**config.mk**
```make
export PLATFORM = sky130hd
export DESIGN_NAME = rgb_matrix_scanner_flat
export DESIGN_NICKNAME = d
export VERILOG_FILES = /design/src/rtl/rgb_matrix_scanner_pkg.sv /design/src/rtl/rgb_matrix_scanner_if.sv /design/src/rtl/rgb_matrix_scanner_toggle_sync.sv /design/src/rtl/rgb_matrix_scanner.sv /design/src/flat_wrapper.sv
export SDC_FILE = /design/constraint.sdc
export NUM_CORES = 1
export LEC_CHECK = 0
export ABC_AREA = 0
export CAP_MARGIN = 20
export CORE_MARGIN = 3
export CORE_UTILIZATION = 57
export CTS_CLUSTER_SIZE = 16
export DETAILED_ROUTE_END_ITERATION = 7
export HOLD_SLACK_MARGIN = 0.03
export MAX_ROUTING_LAYER = met4
export PLACE_DENSITY_LB_ADDON = 0.3
export SLEW_MARGIN = 20
export SYNTH_ARGS = -nofsm -noshare
export SYNTH_HDL_FRONTEND = slang
export SYNTH_HIERARCHICAL = 1
export SYNTH_SLANG_ARGS = --single-unit
```
**constraint.sdc**
```tcl
create_clock -name clock -period 7.54 [get_ports clock]
set_clock_uncertainty 0.1 [all_clocks]
set_input_delay 1.131 -clock clock [delete_from_list [all_inputs] [get_ports clock]]
set_output_delay 1.131 -clock clock [all_outputs]
set_load 0.005 [all_outputs]
```
**src/rtl/rgb_matrix_scanner_pkg.sv**
```systemverilog
// Shared types and defaults for the RGB matrix scanner: matrix size, scan states, row decode.
package rgb_matrix_pkg;

  localparam int DEFAULT_ROWS = 4;
  localparam int DEFAULT_COLS = 10;

  typedef enum logic {
    BLANK,
    DRIVE
  } scan_state_t;

  function automatic logic [31:0] onehot_row(input int unsigned row);
    return 32'd1 << row;
  endfunction

endpackage

```
**src/rtl/rgb_matrix_scanner_if.sv**
```systemverilog
// Row-write inputs from the JTAG side and LED matrix drive outputs of the scanner.
// brightness exists only when RGB_MATRIX_PWM_EN is defined.
interface rgb_matrix_scanner_if
  import rgb_matrix_pkg::*;
#(
  parameter int ROWS = DEFAULT_ROWS,
  parameter int COLS = DEFAULT_COLS
);

  logic                    wr_toggle;
  logic [$clog2(ROWS)-1:0] wr_row;
  logic [3*COLS-1:0]       wr_data;
  logic [COLS-1:0]         red;
  logic [COLS-1:0]         green;
  logic [COLS-1:0]         blue;
  logic [ROWS-1:0]         rgbRow;
`ifdef RGB_MATRIX_PWM_EN
  logic [3:0]              brightness;

  modport master (output wr_toggle, wr_row, wr_data, brightness,
                  input  red, green, blue, rgbRow);
  modport slave  (input  wr_toggle, wr_row, wr_data, brightness,
                  output red, green, blue, rgbRow);
`else
  modport master (output wr_toggle, wr_row, wr_data,
                  input  red, green, blue, rgbRow);
  modport slave  (input  wr_toggle, wr_row, wr_data,
                  output red, green, blue, rgbRow);
`endif

endinterface

```
**src/rtl/rgb_matrix_scanner_toggle_sync.sv**
```systemverilog
// Brings the JTCK-domain write toggle into the system clock domain and
// turns each level change into a single-cycle pulse.
module toggle_sync #(
  parameter int SYNC_STAGES = 2
) (
  input  logic clock,
  input  logic reset,
  input  logic toggle,
  output logic pulse
);

  logic [SYNC_STAGES-1:0] sync_q;
  logic                   edge_ref_q;

  // NOTE: sequential state always uses non-blocking assignments so every flop samples pre-edge values.
  always_ff @(posedge clock) begin
    if (reset) begin
      sync_q     <= '0;
      edge_ref_q <= 1'b0;
    end else begin
      sync_q     <= {sync_q[SYNC_STAGES-2:0], toggle};
      edge_ref_q <= sync_q[SYNC_STAGES-1];
    end
  end

  assign pulse = sync_q[SYNC_STAGES-1] ^ edge_ref_q;

endmodule

```
**src/rtl/rgb_matrix_scanner.sv**
```systemverilog
// Frame buffer plus row scanner for a ROWS x COLS RGB LED matrix, written one row per JTAG update.
// Optional feature macro: RGB_MATRIX_PWM_EN (adds brightness gating of the colour columns).
module rgb_matrix_scanner
  import rgb_matrix_pkg::*;
#(
  parameter int ROWS         = DEFAULT_ROWS,
  parameter int COLS         = DEFAULT_COLS,
  parameter int ROW_CYCLES   = 1024,
  parameter int BLANK_CYCLES = 16,
  parameter int SYNC_STAGES  = 2
) (
  input logic                 clock,
  input logic                 reset,
  rgb_matrix_scanner_if.slave bus
);

  localparam int RW = $clog2(ROWS);
  localparam int CW = $clog2(ROW_CYCLES > BLANK_CYCLES ? ROW_CYCLES : BLANK_CYCLES);

  logic wr_pulse;

  toggle_sync #(.SYNC_STAGES(SYNC_STAGES)) u_toggle_sync (
    .clock  (clock),
    .reset  (reset),
    .toggle (bus.wr_toggle),
    .pulse  (wr_pulse)
  );

  logic [3*COLS-1:0] frame_q [ROWS];

  // NOTE: the frame buffer is deliberately reset so a reset blanks the picture, not just the scan.
  always_ff @(posedge clock) begin
    if (reset) begin
      for (int i = 0; i < ROWS; i++) frame_q[i] <= '0;
    end else if (wr_pulse && ({1'b0, bus.wr_row} < (RW+1)'(ROWS))) begin
      frame_q[bus.wr_row] <= bus.wr_data;
    end
  end

  scan_state_t     state_q, state_d;
  logic [CW-1:0]   cnt_q, cnt_d;
  logic [RW-1:0]   row_q, row_d;

  always_ff @(posedge clock) begin
    if (reset) begin
      state_q <= BLANK;
      cnt_q   <= '0;
      row_q   <= '0;
    end else begin
      state_q <= state_d;
      cnt_q   <= cnt_d;
      row_q   <= row_d;
    end
  end

  // NOTE: every always_comb output gets a default first, so no path can infer a latch.
  always_comb begin
    state_d = state_q;
    cnt_d   = cnt_q + CW'(1);
    row_d   = row_q;
    case (state_q)
      BLANK: begin
        if (cnt_q == CW'(BLANK_CYCLES - 1)) begin
          state_d = DRIVE;
          cnt_d   = '0;
        end
      end
      DRIVE: begin
        if (cnt_q == CW'(ROW_CYCLES - 1)) begin
          state_d = BLANK;
          cnt_d   = '0;
          row_d   = (row_q == RW'(ROWS - 1)) ? '0 : row_q + RW'(1);
        end
      end
    endcase
  end

  logic              gate;
  logic [3*COLS-1:0] row_data;

`ifdef RGB_MATRIX_PWM_EN
  assign gate = (cnt_q[3:0] < bus.brightness);
`else
  assign gate = 1'b1;
`endif

  assign row_data = frame_q[row_q];

  logic [COLS-1:0] red_q, green_q, blue_q;
  logic [ROWS-1:0] rgb_row_q;

  // Outputs lag the scan state by one clock; blanking happens on the same lag.
  always_ff @(posedge clock) begin
    if (reset || state_q != DRIVE) begin
      red_q     <= '0;
      green_q   <= '0;
      blue_q    <= '0;
      rgb_row_q <= '0;
    end else begin
      red_q     <= row_data[COLS-1:0]        & {COLS{gate}};
      green_q   <= row_data[2*COLS-1:COLS]   & {COLS{gate}};
      blue_q    <= row_data[3*COLS-1:2*COLS] & {COLS{gate}};
      rgb_row_q <= ROWS'(onehot_row(32'(row_q)));
    end
  end

  assign bus.red    = red_q;
  assign bus.green  = green_q;
  assign bus.blue   = blue_q;
  assign bus.rgbRow = rgb_row_q;

endmodule
```
**src/flat_wrapper.sv**
```systemverilog
// flat-port wrapper written by rule: the top's interface ports become plain ports
module rgb_matrix_scanner_flat import rgb_matrix_pkg::*;
#(
  parameter int ROWS         = DEFAULT_ROWS,
  parameter int COLS         = DEFAULT_COLS,
  parameter int ROW_CYCLES   = 1024,
  parameter int BLANK_CYCLES = 16,
  parameter int SYNC_STAGES  = 2
)
  (clock, reset, bus_wr_toggle, bus_wr_row, bus_wr_data, bus_red, bus_green, bus_blue, bus_rgbRow);
  rgb_matrix_scanner_if #(.ROWS(ROWS), .COLS(COLS)) bus_i ();
  input logic clock;
  input logic reset;
  input wire logic [$bits(bus_i.wr_toggle)-1:0] bus_wr_toggle;
  input wire logic [$bits(bus_i.wr_row)-1:0] bus_wr_row;
  input wire logic [$bits(bus_i.wr_data)-1:0] bus_wr_data;
  output wire logic [$bits(bus_i.red)-1:0] bus_red;
  output wire logic [$bits(bus_i.green)-1:0] bus_green;
  output wire logic [$bits(bus_i.blue)-1:0] bus_blue;
  output wire logic [$bits(bus_i.rgbRow)-1:0] bus_rgbRow;
  assign bus_i.wr_toggle = bus_wr_toggle;
  assign bus_i.wr_row = bus_wr_row;
  assign bus_i.wr_data = bus_wr_data;
  assign bus_red = bus_i.red;
  assign bus_green = bus_i.green;
  assign bus_blue = bus_i.blue;
  assign bus_rgbRow = bus_i.rgbRow;
  rgb_matrix_scanner #(.ROWS(ROWS), .COLS(COLS), .ROW_CYCLES(ROW_CYCLES), .BLANK_CYCLES(BLANK_CYCLES), .SYNC_STAGES(SYNC_STAGES)) u_core (.clock(clock), .reset(reset), .bus(bus_i));
endmodule
```
# ---- Word-level counts from Yosys, hierarchy flattened
# Memory sizes are Yosys's and may differ from the RTL's. A register that Yosys moved wholly into a read port is not among the register bits.
# Index checks and enable logic that the tools add are counted.
dict set report totals {
  ram_bits 120
  out_inout_bits 34
  regBits 20
  mem_count 1
  inputBits 35
  wordCells 33
}
dict set report classes {
  reduce_logical 3
  n_eq_ne 3
  n_addsub 2
  shift 1
  n_mux 15
  bitwise_logic 2
}
# name words word_bits rd rd_clocked_by_memory_dff write_ports line
set mem_list {}
lappend mem_list {u_core.frame_q 4 30 1 1 4 rgb_matrix_scanner.sv:29} ;# logic [3*COLS-1:0] frame_q [ROWS];
# cell n
set op_table {}
lappend op_table {{2-to-1 mux 30 bit} 1}
lappend op_table {{OR reduction 30 bit} 1}
lappend op_table {{2-to-1 mux 10 bit} 2}
lappend op_table {{one-hot mux 10 bit (2 select lines)} 1}
lappend op_table {{adder 10 x 1 -> 10 bit, second input constant} 1}
lappend op_table {{== test 10 bit, second input constant} 1}
lappend op_table {{== test 10 x 4 -> 1 bit, second input constant} 1}
lappend op_table {{2-to-1 mux 1 bit} 8}
lappend op_table {{2-to-1 mux 2 bit} 2}
lappend op_table {{<< shifter 1 x 2 -> 4 bit, first input constant} 1}
lappend op_table {{adder 2 x 1 -> 2 bit, second input constant} 1}
lappend op_table {{== test 2 bit, second input constant} 1}
lappend op_table {{one-hot mux 1 bit (2 select lines)} 1}
lappend op_table {{AND reduction 2 bit} 1}
lappend op_table {{logical OR 1 bit} 1}
lappend op_table {{inverter 1 bit} 1}
lappend op_table {{bitwise XOR 1 bit} 1}

# ---- Logic depth before layout (Yosys ltp)
# Gate-level depths: netlist of run 1.
dict set report depth {
  depth_word 6
  ltp_mapped 5
  mapped_depth_nobuf 4
}

# ---- Hierarchy
# The synthesis of run 1 kept the hierarchy.
# module cells_each seq_area_each_um2 n_inst area_per_inst_um2
set modules_own_cells {}
lappend modules_own_cells {rgb_matrix_scanner 470 4544.4 1 6439.9}
lappend modules_own_cells {toggle_sync 7 60.1 1 87.6}

# ---- Worst setup path after synthesis of run 1
# OpenSTA, ideal clock, no wires.
dict set report synth_timing {
  path_type {input -> register}
  from {in bus_wr_row[1]}
  to {mem u_core/frame_q[2][0] (netlist name), enable pin}
  required_ns 7.016
  t_arrival_ns 2.616
  slack_ns 4.400
  n_path_buf 0
  cell_stages 2
  setup_ns 0.424
  cell_sequence {nand2_1 o21bai_1}
}
# item line
set synth_rtl {}
lappend synth_rtl {{from (decl)} flat_wrapper.sv:15} ;# input wire logic [$bits(bus_i.wr_row)-1:0] bus_wr_row;
lappend synth_rtl {{to (decl)} rgb_matrix_scanner.sv:29}

==> results of run 1 <==
[cells in the mapped netlist, types with 3 or more instances]
cell type / n / area [µm²]
a21oi_1: 4 / 20.02
nand4_1: 3 / 18.77
buf_1: 3 / 11.26
buf_2: 8 / 40.04
nor3b_1: 3 / 22.52
o31ai_1: 4 / 30.03
a22oi_1: 60 / 450.4
nand2_1: 33 / 123.9
dfxtp_1: 50 / 1001
nor2b_1: 4 / 25.02
and2_1: 121 / 757.0
clkbuf_1: 17 / 63.81
nor3_1: 5 / 25.02
nand3_1: 3 / 15.01
o21ai_0: 3 / 15.01
edfxtp_1: 120 / 3603
[registers in the layout, indices dropped and copies added (netlist names)]
signal                           cells
u_core/row_q                         2
u_core/bus.red                      10
u_core/bus.rgbRow                    4
u_core/u_toggle_sync/sync_q          2
u_core/cnt_q                        10
u_core/state_q                       1
u_core/frame_q                     120
u_core/bus.green                    10
u_core/bus.blue                     10
u_core/u_toggle_sync/edge_ref_q      1
[kinds of logic after synthesis]
| group | after synthesis |
|---|---|
| and+or+nand+nor | 193 |
| DFF | 170 |
| AOI/OAI and AO/OA | 79 |
| buffers and inverters | 29 |
| xor gates and xnor gates | 4 |
| adders and majority gates | 2 |
[metal layers]
| layer | routed length [µm] | vias up |
|---|---|---|
| met1 | 5347 | 1932 |
| met2 | 6749 | 177 |
| met4 | 216 | 0 |
| met5 | 0 | - |
| met3 | 1157 | 18 |
| li1 | - | 1886 |
[layout make-up]
type	instances	area (µm²)	share of cell area [%]
clock inverter	15	170.2	2.137
clock buffer	17	425.4	5.343
multi-input combinational	278	1842	23.13
sequential	170	4604	57.83
timing repair buffer	76	740.7	9.304
inverter	1	3.754	0.04715
tap	140	175.2	2.200
[per-stage QoR]
| step | cell area, µm² | util [%] | setup slack (ns) | total power [mW] | cells |
|---|---|---|---|---|---|
| 6_report | 7961 | 72.18 | 4.373 | 1.968 | 697 |
| 2_1_floorplan | 6528 | - | 4.400 | 1.088 | 477 |
| 4_1_cts | 7961 | 72.18 | 4.389 | 1.982 | 697 |
| 3_5_place_dp | 7366 | 66.78 | 3.945 | 1.128 | 665 |
| 5_1_grt | 7961 | 72.18 | 4.201 | 2.029 | 697 |
| 3_3_place_gp | 7366 | 66.78 | 4.028 | 1.124 | 665 |
[power breakdown]
group          switching, mW  total (mW)  internal (mW)
registers             0.0119        1.05           1.04
clock network          0.367       0.860          0.492
logic                 0.0361      0.0612         0.0251
total                  0.415        1.97           1.55
[worst max-delay path by stage]
stage | endpoint | slack (ns) | cells past startpoint
6_report | u_core/frame_q[1][4] | 4.37 | 4
5_1_grt | u_core/frame_q[0][10] | 4.20 | 4
4_1_cts | u_core/frame_q[1][11] | 4.39 | 4
3_5_place_dp | u_core/frame_q[0][6] | 3.94 | 4
3_3_place_gp | u_core/frame_q[0][6] | 4.03 | 4
2_1_floorplan | u_core/frame_q[2][0] | 4.40 | 2
==> reports/results.md, run 1 <==
| Group | Parameter | Reported |
| --- | --- | --- |
| die | Starting Density | 59.18% |
| timing | Unrepaired setup endpoints after global routing | false |
| timing | Final-report hold violation count | 0 |
| yosys | Instance count of the mapped netlist | 477 |
| run | Max capacitance violation total | 0 |
| min path | Hold Crit Start | u_core/u_toggle_sync/sync_q[0] |
| cts | Post-CTS setup repair buffer count | 0 |
| routing | Final wirelength | 13.47 mm |
| worst setup path | Critical R2R Launch | u_core/u_toggle_sync/sync_q[1] |
| final layout | Layout overhead on the synthesized area | 21.97% |
| power | Peak supply drop | 0.1628 mV |
| worst setup path | Cell at the slowest stage of the critical path | clkdlybuf4s50_1 |
| die | Die area | 12770 µm² |
| timing | Min Clock Period, post-route | 3.167 ns |
| grt | Global Route met1 Usage | 28.55% |
| yosys | Count of flip-flops with a built-in enable after synthesis | 120 |
| worst setup path | Total buffers and inverters traversed by the critical path | 1 |
| worst setup path | Endpoint class of the critical path | register |
| yosys | Post-synthesis area per instance | 13.68 µm² |
| placed design | Post-detail-place hpwl | 7.611 mm |
| worst setup path | Kind of cell with the highest combined delay on the critical path | simple AND/OR/NAND/NOR gates |
| die | Total core area | 11030 µm² |
| cts | Number of clock buffers inserted by TritonCTS | 17 |
| min path | Class of the worst hold path | reg -> reg |
| grt | Most congested layer reported by global routing | met2 |
| worst setup path | FF-to-FF End | u_core/frame_q[1][4] |
| power | Power density over cell area | 247.2 nW/µm² |
| final layout | Count of inserted antenna diode cells | 0 |
| worst setup path | Arrival time at the worst endpoint | 3.13 ns |
| yosys | FFs w/ async S/R, synth | 0% |
| grt | Maximum number of pins on one net before global-route repair | 31 |
| routing | Number of vias after detailed routing | 4013 |
| grt | Number of antenna violations at the first check in global routing | 0 |
| timing | WHS | 0.3486 ns |
| worst setup path | Critical Path, Cell by Cell | clkdlybuf4s50_1, nand2b_1, nor3b_2, or2_2 |
| yosys | Area share of xor/xnor cells in the synthesized design | 0.5367% |
| final layout | Final-stage net count | 581 |
| yosys | Adder-Cell Fraction of Synth Area | 0.3834% |
| timing | Peak Freq | 315.7 MHz |
| yosys | Dominant combinational cell family by area after synthesis | simple AND/OR/NAND/NOR gates |
| cts | TritonCTS clock tree | built |
| routing | Mean routed wirelength per cell | 19.33 µm |
| cts | Clock transition at the registers of the reported paths | 0.06 ns |
| yosys | Synthesis Warnings | 6 |
| grt | Met2 Track Usage GR | 37.91% |
| worst setup path | Beginning of the critical path | reset |
| yosys | Main synth FF type | edfxtp_1 |
| yosys | Portion of netlist area occupied by mux cells | 0% |
| grt | Global Route Usage Sum | 23.60% |
| worst setup path | Depth of the worst register-to-register path | 4 |
| routing | Number of DRC violations after detailed-routing iteration 0 | 367 |
| min path | Number of instances on the worst hold path | 1 |
| grt | Met3 routing resource usage after global routing | 7.059% |
| power | Leakage | 2.950 nW |
| routing | Number of nets with antenna violations after detailed routing | 0 |
| grt | Global-route wire length before repair | 21.80 mm |
| cts | Clock tree sinks | 170 |
| outcome | Run status | complete, no violations |
| final layout | Highest-count cells in the layout ignoring fill and taps | and2_1, edfxtp_1, clkdlybuf4s50_1, a22oi_1, dfxtp_1 |
| placed design | Port-buffer cells | 68 |
| cts | Count of H-tree levels built during CTS | 4 |
| routing | Via/cell ratio | 5.758 |
| final layout | Most frequent standard cell in the layout excluding fill and tap cells | and2_1 |
| timing | Setup total negative slack | 0 ns |
| timing | Max transition margin | 30.38% |
| worst setup path | Crit path kind | in -> reg |
| die | Vert. Die Dim | 113.0 µm |
| die | Die width | 113.0 µm |
| cts | Clock latency on the worst-skew pair | 0.43 ns |
| timing | Pins over their slew limit | 0 |
| worst setup path | Critical Path Max Stage Delay | 0.72 ns |
| worst setup path | Worst EP required | 7.50 ns |
| yosys | Net count after synthesis | 514 |
| routing | Drt pass-1 iters | 4 |
| cts | Quantity of gates resized following cts | 0 |
| min path | Destination of the worst hold path | u_core/u_toggle_sync/sync_q[1] |
| yosys | Area fraction in compound gates after synthesis | 8.932% |
| worst setup path | Kind of launch point of the worst setup path | primary input |
| final layout | Layout cells sized above 1 | 10.05% |
| cts | Max Buffers Root-to-Sink | 2 |
| placed design | Weighted congestion at the end of routability-driven global placement | 0.7433 |
| timing | Worst slew pin tran | 1.041 ns |
| yosys | Portion of the post-synthesis area used by sequential elements | 70.54% |
| worst setup path | Flop-to-flop setup slack | 5.34 ns |
| routing | Count of unresolved DRC violations after routing | 0 |
| yosys | Synthesized flop and latch total | 170 |
| grt | Leftover overflow at the end of global routing | 0 |
| cts | Clock tree root driver cell | clkbuf_16 |
| cts | Number of buffers inserted by hold repair at cts | 0 |
| worst setup path | Highest fanout seen on the critical path | 30 |
| die | Num rows | 38 |
| final layout | Number of fill cells | 735 |
| yosys | Netlist Area Pre-Place | 6528 µm² |
| yosys | Number of distinct library cells after synthesis | 42 |
| yosys | Area fraction in and, or, nand and nor cells after synthesis | 17.79% |
| timing | Count of endpoints failing setup in the final report | 0 |
| grt | Number of global-route vias before repair | 4211 |
| timing | Period Utilization, post-route | 42.00% |
| die | Top-level port count | 69 |
(Power assumes the default switching activity.)
==> run 2: changes to the inputs <==
--- a/config.mk
+++ b/config.mk
@@ -8,7 +8,7 @@
 export ABC_AREA = 0
 export CAP_MARGIN = 20
 export CORE_MARGIN = 3
-export CORE_UTILIZATION = 57
+export CORE_UTILIZATION = 51
 export CTS_CLUSTER_SIZE = 16
 export DETAILED_ROUTE_END_ITERATION = 7
 export HOLD_SLACK_MARGIN = 0.03
==> constraint.sdc (replaced) <==
create_clock -name clock -period 2.6 [get_ports clock]
set_clock_uncertainty 0.1 [all_clocks]
set_input_delay 0.39 -clock clock [delete_from_list [all_inputs] [get_ports clock]]
set_output_delay 0.39 -clock clock [all_outputs]
set_load 0.005 [all_outputs]
==> reports/results.md, run 2 (synthesized netlist as in run 1, its figures left out) <==
| Group | Parameter | Reported |
| --- | --- | --- |
| placed design | Port-buffer cells | 68 |
| cts | Clock latency on the worst-skew pair | 0.43 ns |
| cts | Max Buffers Root-to-Sink | 2 |
| cts | Clock tree sinks | 170 |
| min path | Number of instances on the worst hold path | 2 |
| power | PnR Total Power | 5.740 mW |
| run | Max capacitance violation total | 0 |
| final layout | Largest register by flop count | u_core/frame_q |
| die | Num rows | 40 |
| final layout | Highest-count cells in the layout ignoring fill and taps | and2_1, edfxtp_1, clkdlybuf4s50_1, a22oi_1, dfxtp_1 |
| worst setup path | Kind of launch point of the worst setup path | primary input |
| timing | Pins over their slew limit | 0 |
| min path | Destination of the worst hold path | u_core/bus.red[8] |
| routing | Number of nets with antenna violations after detailed routing | 0 |
| outcome | Run status | complete, no violations |
| timing | Unrepaired setup endpoints after global routing | false |
| worst setup path | Flop-to-flop setup slack | 0.73 ns |
| routing | Count of unresolved DRC violations after routing | 0 |
| power | Peak supply drop | 0.5679 mV |
| cts | Count of H-tree levels built during CTS | 4 |
| cts | Post-CTS setup repair buffer count | 0 |
| worst setup path | Crit path kind | in -> reg |
| routing | Number of DRC violations after detailed-routing iteration 0 | 354 |
| final layout | Count of non-filler cells in the finished layout | 734 |
| timing | Period Utilization, post-route | 74.74% |
| worst setup path | Critical R2R Launch | u_core/u_toggle_sync/sync_q[1] |
| die | Total core area | 12260 µm² |
| die | Starting Density | 53.23% |
| min path | Class of the worst hold path | reg -> reg |
| final layout | Layout overhead on the synthesized area | 24.71% |
| power | Switching share of power | 19.09% |
| power | Proportion of power drawn by flip-flops and latches | 52.8% |
| min path | Hold Crit Start | u_core/frame_q[3][8] |
| final layout | Post-route cell area | 8140 µm² |
| cts | Clock tree root driver cell | clkbuf_16 |
| timing | Max transition margin | 55.33% |
| grt | Global Route Usage Sum | 20.68% |
| worst setup path | Arrival time at the worst endpoint | 2.13 ns |
| die | Die area | 14190 µm² |
| final layout | Number of fill cells | 894 |
| final layout | Area occupied by multi-input gates | 1847 µm² |
| routing | Via/cell ratio | 5.437 |
| placed design | Weighted congestion at the end of routability-driven global placement | 0.8006 |
| cts | TritonCTS clock tree | built |
| power | Leakage | 3.033 nW |
| placed design | Instance area at placement | 7548 µm² |
| routing | Mean routed wirelength per cell | 18.29 µm |
| routing | Number of vias after detailed routing | 3991 |
| timing | Min Clock Period, post-route | 1.943 ns |
| grt | Number of global-route vias before repair | 4264 |
| worst setup path | Worst EP required | 2.79 ns |
| final layout | Most frequent standard cell in the layout excluding fill and tap cells | and2_1 |
| timing | Final-report hold violation count | 0 |
| final layout | Layout cells sized above 1 | 10.60% |
| grt | Leftover overflow at the end of global routing | 0 |
| die | Top-level port count | 69 |
| power | Cell internal pwr | 4.644 mW |
| die | Die width | 119.1 µm |
| power | Combinational cell fraction of total power | 3.5% |
| grt | Maximum number of pins on one net before global-route repair | 31 |
| timing | Worst slew pin tran | 0.6686 ns |
| cts | Number of buffers inserted by hold repair at cts | 0 |
| power | NetSw | 1.096 mW |
| final layout | Final-stage net count | 590 |
| cts | Clock transition at the registers of the reported paths | 0.06 ns |
| placed design | Placed insts | 702 |
| placed design | Post-detail-place hpwl | 7.612 mm |
| worst setup path | Endpoint class of the critical path | register |
| worst setup path | FF-to-FF End | u_core/frame_q[1][2] |
| die | Vert. Die Dim | 119.1 µm |
| final layout | End-of-flow core utilization | 66.39% |
| grt | Number of antenna violations at the first check in global routing | 0 |
| timing | Peak Freq | 514.6 MHz |
| timing | Count of endpoints failing setup in the final report | 0 |
| final layout | Number of flip-flops under the largest register name | 120 |
| cts | Number of clock buffers inserted by TritonCTS | 17 |
| grt | Global-route wire length before repair | 21.80 mm |
| worst setup path | Highest fanout seen on the critical path | 19 |
| routing | Final wirelength | 13.43 mm |
| worst setup path | Depth of the worst register-to-register path | 5 |
| power | Clock network fraction of design power | 43.7% |
| final layout | Count of inserted antenna diode cells | 0 |
| cts | Quantity of gates resized following cts | 0 |
| final layout | Combined flip-flop and latch cell area | 4604 µm² |
| power | Power density over cell area | 705.2 nW/µm² |
| routing | Drt pass-1 iters | 4 |
| timing | Setup total negative slack | 0 ns |
run 2: cell types whose count changed in the layout (fill, tap and decap cells not counted), moves of 2 or more:
cell        change
clkbuf_8        +2
buf_12          +6
clkinv_4        -2
buf_4           +3
clkinvlp_4      -4
clkinv_2        +2
inv_6           -3
clkbuf_1        +4
run 2: power groups by stage:
| stage | clock, mW | sequential (mW) | combinational, mW |
|---|---|---|---|
| after floorplan | 0 | 3.08 | 0.0717 |
| after global placement | 0 | 3.08 | 0.196 |
| after detailed placement | 0 | 3.09 | 0.200 |
| after CTS | 2.54 | 3.03 | 0.203 |
| after global routing | 2.65 | 3.04 | 0.219 |
| final | 2.51 | 3.03 | 0.200 |
run 2: critical path, cell delays in order:
cell and delay, ns:
clkdlybuf4s50_1 0.73, buf_4 0.21, and4bb_1 0.22, buf_4 0.22, a22oi_1 0.22, nand2_1 0.13
run 2: through the flow:
step                      hold slack [ns]  worst slack, ns
final                              0.3617           0.6568
after CTS                          0.3550           0.6596
after global routing               0.3664           0.4704
after detailed placement           0.3452           0.2376
after global placement             0.3265           0.1222
after floorplan                    0.3138          0.02271
run 2: cell type report:
cell class | count | share of cell area [%]
well taps | 168 | 2.582
clock inverters | 9 | 1.522
flip-flops and latches | 170 | 56.56
repair buffers | 85 | 10.85
multi-input cells | 278 | 22.69
inverters | 1 | 0.04611
clock buffers | 23 | 5.749
run 2: worst max-delay path by stage:
stage                              startpoint                    to  slack (ns)  cells after the start
2_1_floorplan  u_core/u_toggle_sync/sync_q[1]  u_core/frame_q[2][0]        0.02                      3
3_3_place_gp                            reset  u_core/frame_q[3][6]        0.12                      3
3_5_place_dp                            reset  u_core/frame_q[1][6]        0.24                      5
4_1_cts                                 reset  u_core/frame_q[1][6]        0.66                      5
5_1_grt        u_core/u_toggle_sync/sync_q[1]  u_core/frame_q[1][9]        0.47                      5
6_report                                reset    u_core/bus.blue[6]        0.66                      6
run 2: per-layer routing:
metal | wire length [µm] | vias to the layer above | GRT usage, % | part of all wire (%)
met1 | 5738 | 1958 | 25.33 | 43
met5 | 0 | - | - | 0
met2 | 6672 | 121 | 33.17 | 50
met4 | 172 | 0 | 7.603 | 1.3
met3 | 844 | 12 | 5.603 | 6.3
li1 | - | 1900 | - | -
==> run 3: changes to the inputs <==
==> constraint.sdc (replaced) <==
create_clock -name clock -period 1.67 [get_ports clock]
set_clock_uncertainty 0.1 [all_clocks]
set_input_delay 0.2505 -clock clock [delete_from_list [all_inputs] [get_ports clock]]
set_output_delay 0.2505 -clock clock [all_outputs]
set_load 0.005 [all_outputs]
==> reports/results.md, run 3 (synthesized netlist as in run 1, its figures left out) <==
| Group | Parameter | Reported |
| --- | --- | --- |
| timing | Period Utilization, post-route | 101.7% |
| timing | Unrepaired setup endpoints after global routing | true |
| worst setup path | Kind of launch point of the worst setup path | register |
| power | Proportion of power drawn by flip-flops and latches | 50.5% |
| die | Starting Density | 53.23% |
| die | Num rows | 40 |
| power | Switching share of power | 19.11% |
| placed design | Port-buffer cells | 68 |
| timing | Peak Freq | 588.9 MHz |
| grt | Number of global-route vias before repair | 4273 |
| grt | Global-route wire length before repair | 22.14 mm |
| placed design | Post-detail-place hpwl | 8.131 mm |
| grt | Maximum number of pins on one net before global-route repair | 31 |
| routing | Number of DRC violations after detailed-routing iteration 0 | 371 |
| timing | Crit path setup slack, layout | -0.02818 ns |
| routing | Mean routed wirelength per cell | 18.41 µm |
| routing | Via/cell ratio | 5.509 |
| cts | Clock latency on the worst-skew pair | 0.42 ns |
| final layout | End-of-flow core utilization | 69.77% |
| cts | TritonCTS clock tree | built |
| grt | Global Route Usage Sum | 21.16% |
| die | Total core area | 12260 µm² |
| worst setup path | Endpoint class of the critical path | register |
| power | Combinational cell fraction of total power | 4.2% |
| die | Die width | 119.1 µm |
| final layout | Number of flip-flops under the largest register name | 120 |
| outcome | Run status | complete, but fails checks |
| power | Cell internal pwr | 7.567 mW |
| final layout | Most frequent standard cell in the layout excluding fill and tap cells | and2_1 |
| routing | Number of nets with antenna violations after detailed routing | 0 |
| timing | Pins over their slew limit | 0 |
| final layout | Count of inserted antenna diode cells | 0 |
| routing | Final wirelength | 13.84 mm |
| grt | Number of antenna violations at the first check in global routing | 0 |
| final layout | Largest register by flop count | u_core/frame_q |
| timing | Max transition margin | 55.00% |
| power | Leakage | 3.230 nW |
| worst setup path | Highest fanout seen on the critical path | 4 |
| cts | Clock tree sinks | 170 |
| worst setup path | Cell at the slowest stage of the critical path | dfxtp_4 |
| worst setup path | Arrival time at the worst endpoint | 1.74 ns |
| routing | Count of unresolved DRC violations after routing | 0 |
| worst setup path | Crit path kind | reg -> reg |
| worst setup path | Critical Path, Cell by Cell | xor2_4, nand2b_4, nor3_4, or2_4, buf_12, clkbuf_16 |
| power | Peak supply drop | 0.6796 mV |
| die | Vert. Die Dim | 119.1 µm |
| min path | Class of the worst hold path | in -> reg |
| power | Clock network fraction of design power | 45.3% |
| power | Power density over cell area | 1094 nW/µm² |
| final layout | Layout overhead on the synthesized area | 31.05% |
| run | Max capacitance violation total | 0 |
| final layout | Highest-count cells in the layout ignoring fill and taps | and2_1, edfxtp_1, clkdlybuf4s50_1, a22oi_1, dfxtp_1 |
| outcome | Failing checks | setup timing |
| timing | Worst slew pin tran | 0.6736 ns |
| worst setup path | Critical Path Max Stage Delay | 0.37 ns |
| final layout | Final-stage net count | 608 |
| die | Top-level port count | 69 |
| placed design | Weighted congestion at the end of routability-driven global placement | 0.7684 |
| die | Die area | 14190 µm² |
| grt | Leftover overflow at the end of global routing | 0 |
| worst setup path | Worst EP required | 1.72 ns |
| power | PnR Total Power | 9.355 mW |
| cts | Count of H-tree levels built during CTS | 4 |
| timing | Min Clock Period, post-route | 1.698 ns |
| cts | Number of clock buffers inserted by TritonCTS | 17 |
| final layout | Layout cells sized above 1 | 14.73% |
| cts | Max Buffers Root-to-Sink | 2 |
| timing | Final-report hold violation count | 0 |
| routing | Number of vias after detailed routing | 4143 |
| routing | Drt pass-1 iters | 5 |
| cts | Clock transition at the registers of the reported paths | 0.06 ns |
| cts | Clock tree root driver cell | clkbuf_16 |
| timing | Count of endpoints failing setup in the final report | 32 |
| power | NetSw | 1.787 mW |
[run 3: cell count changes in the layout (fill, tap and decap cells not counted), sizes merged]
cell / previous run / this run
inv: 1 / 2
clkdlybuf4s50: 68 / 67
clkinv: 4 / 3
buf: 17 / 33
bufinv: 3 / 5
dlymetal6s2s: 0 / 1
[run 3: layout make-up]
cell class / count / area (µm²)
clock buffer: 21 / 450.4
sequential: 170 / 4609
fill: 881 / 3707
inverter: 1 / 3.754
multi-input combinational: 278 / 1903
timing repair buffer: 103 / 1185
clock inverter: 11 / 192.7
tap: 168 / 210.2
[run 3: critical path, delay by kind of cell, from the launching register on]
family | cells | cell delay (ns)
AND/OR/NAND/NOR | 3 | 0.48
XOR/XNOR | 1 | 0.20
flip-flops | 1 | 0.37
buffers and inverters | 2 | 0.26
[run 3: repair_timing]
action | in CTS | in global routing
buffers inserted | 3 | 3
cloned | 1 | 2
hold buffers | 0 | 0
setup endpoints to repair | 180 | 184
gates resized for setup | 9 | 14
pin swaps | 17 | 9
[run 3: final timing paths]
kind,slack (ns),startpoint,cells after the start,to
setup / recovery,-0.03,u_core/u_toggle_sync/sync_q[1],6,u_core/frame_q[0][18]
hold / removal,0.23,reset,3,u_core/u_toggle_sync/sync_q[1]
setup reg to reg,-0.03,u_core/u_toggle_sync/sync_q[1],6,u_core/frame_q[0][18]
hold reg to reg,0.35,u_core/u_toggle_sync/sync_q[0],1,u_core/u_toggle_sync/sync_q[1]
[run 3: metal layers]
layer  vias to the layer above  part of all wire [%]  GRT usage (%)
met3                        21                   5.2          5.176
met5                         -                     0              -
met4                         0                   1.9          8.182
met2                       137                    52          35.50
li1                       1933                     -              -
met1                      2052                    41          24.69
[run 3: power by group through the flow]
stage               Clock, mW  Combinational [mW]  Sequential, mW
floorplan                   0               0.117            4.80
global placement            0               0.328            4.80
detailed placement          0               0.340            4.81
CTS                      4.29               0.369            4.73
global route             4.48               0.420            4.74
finish                   4.24               0.391            4.73
[run 3: through the flow]
stage          cell area, µm²  setup TNS (ns)  std cells  setup WS [ns]  hold WS (ns)
2_1_floorplan            6561               0        477       0.004813        0.2221
3_3_place_gp             7681          -67.02        712        -0.4663        0.3339
3_5_place_dp             7686          -75.93        712        -0.4175        0.3333
4_1_cts                  8421          -1.108        747       -0.04284        0.2761
5_1_grt                  8554          -7.217        752        -0.1042        0.2393
6_report                 8554         -0.5144        752       -0.02818        0.2286
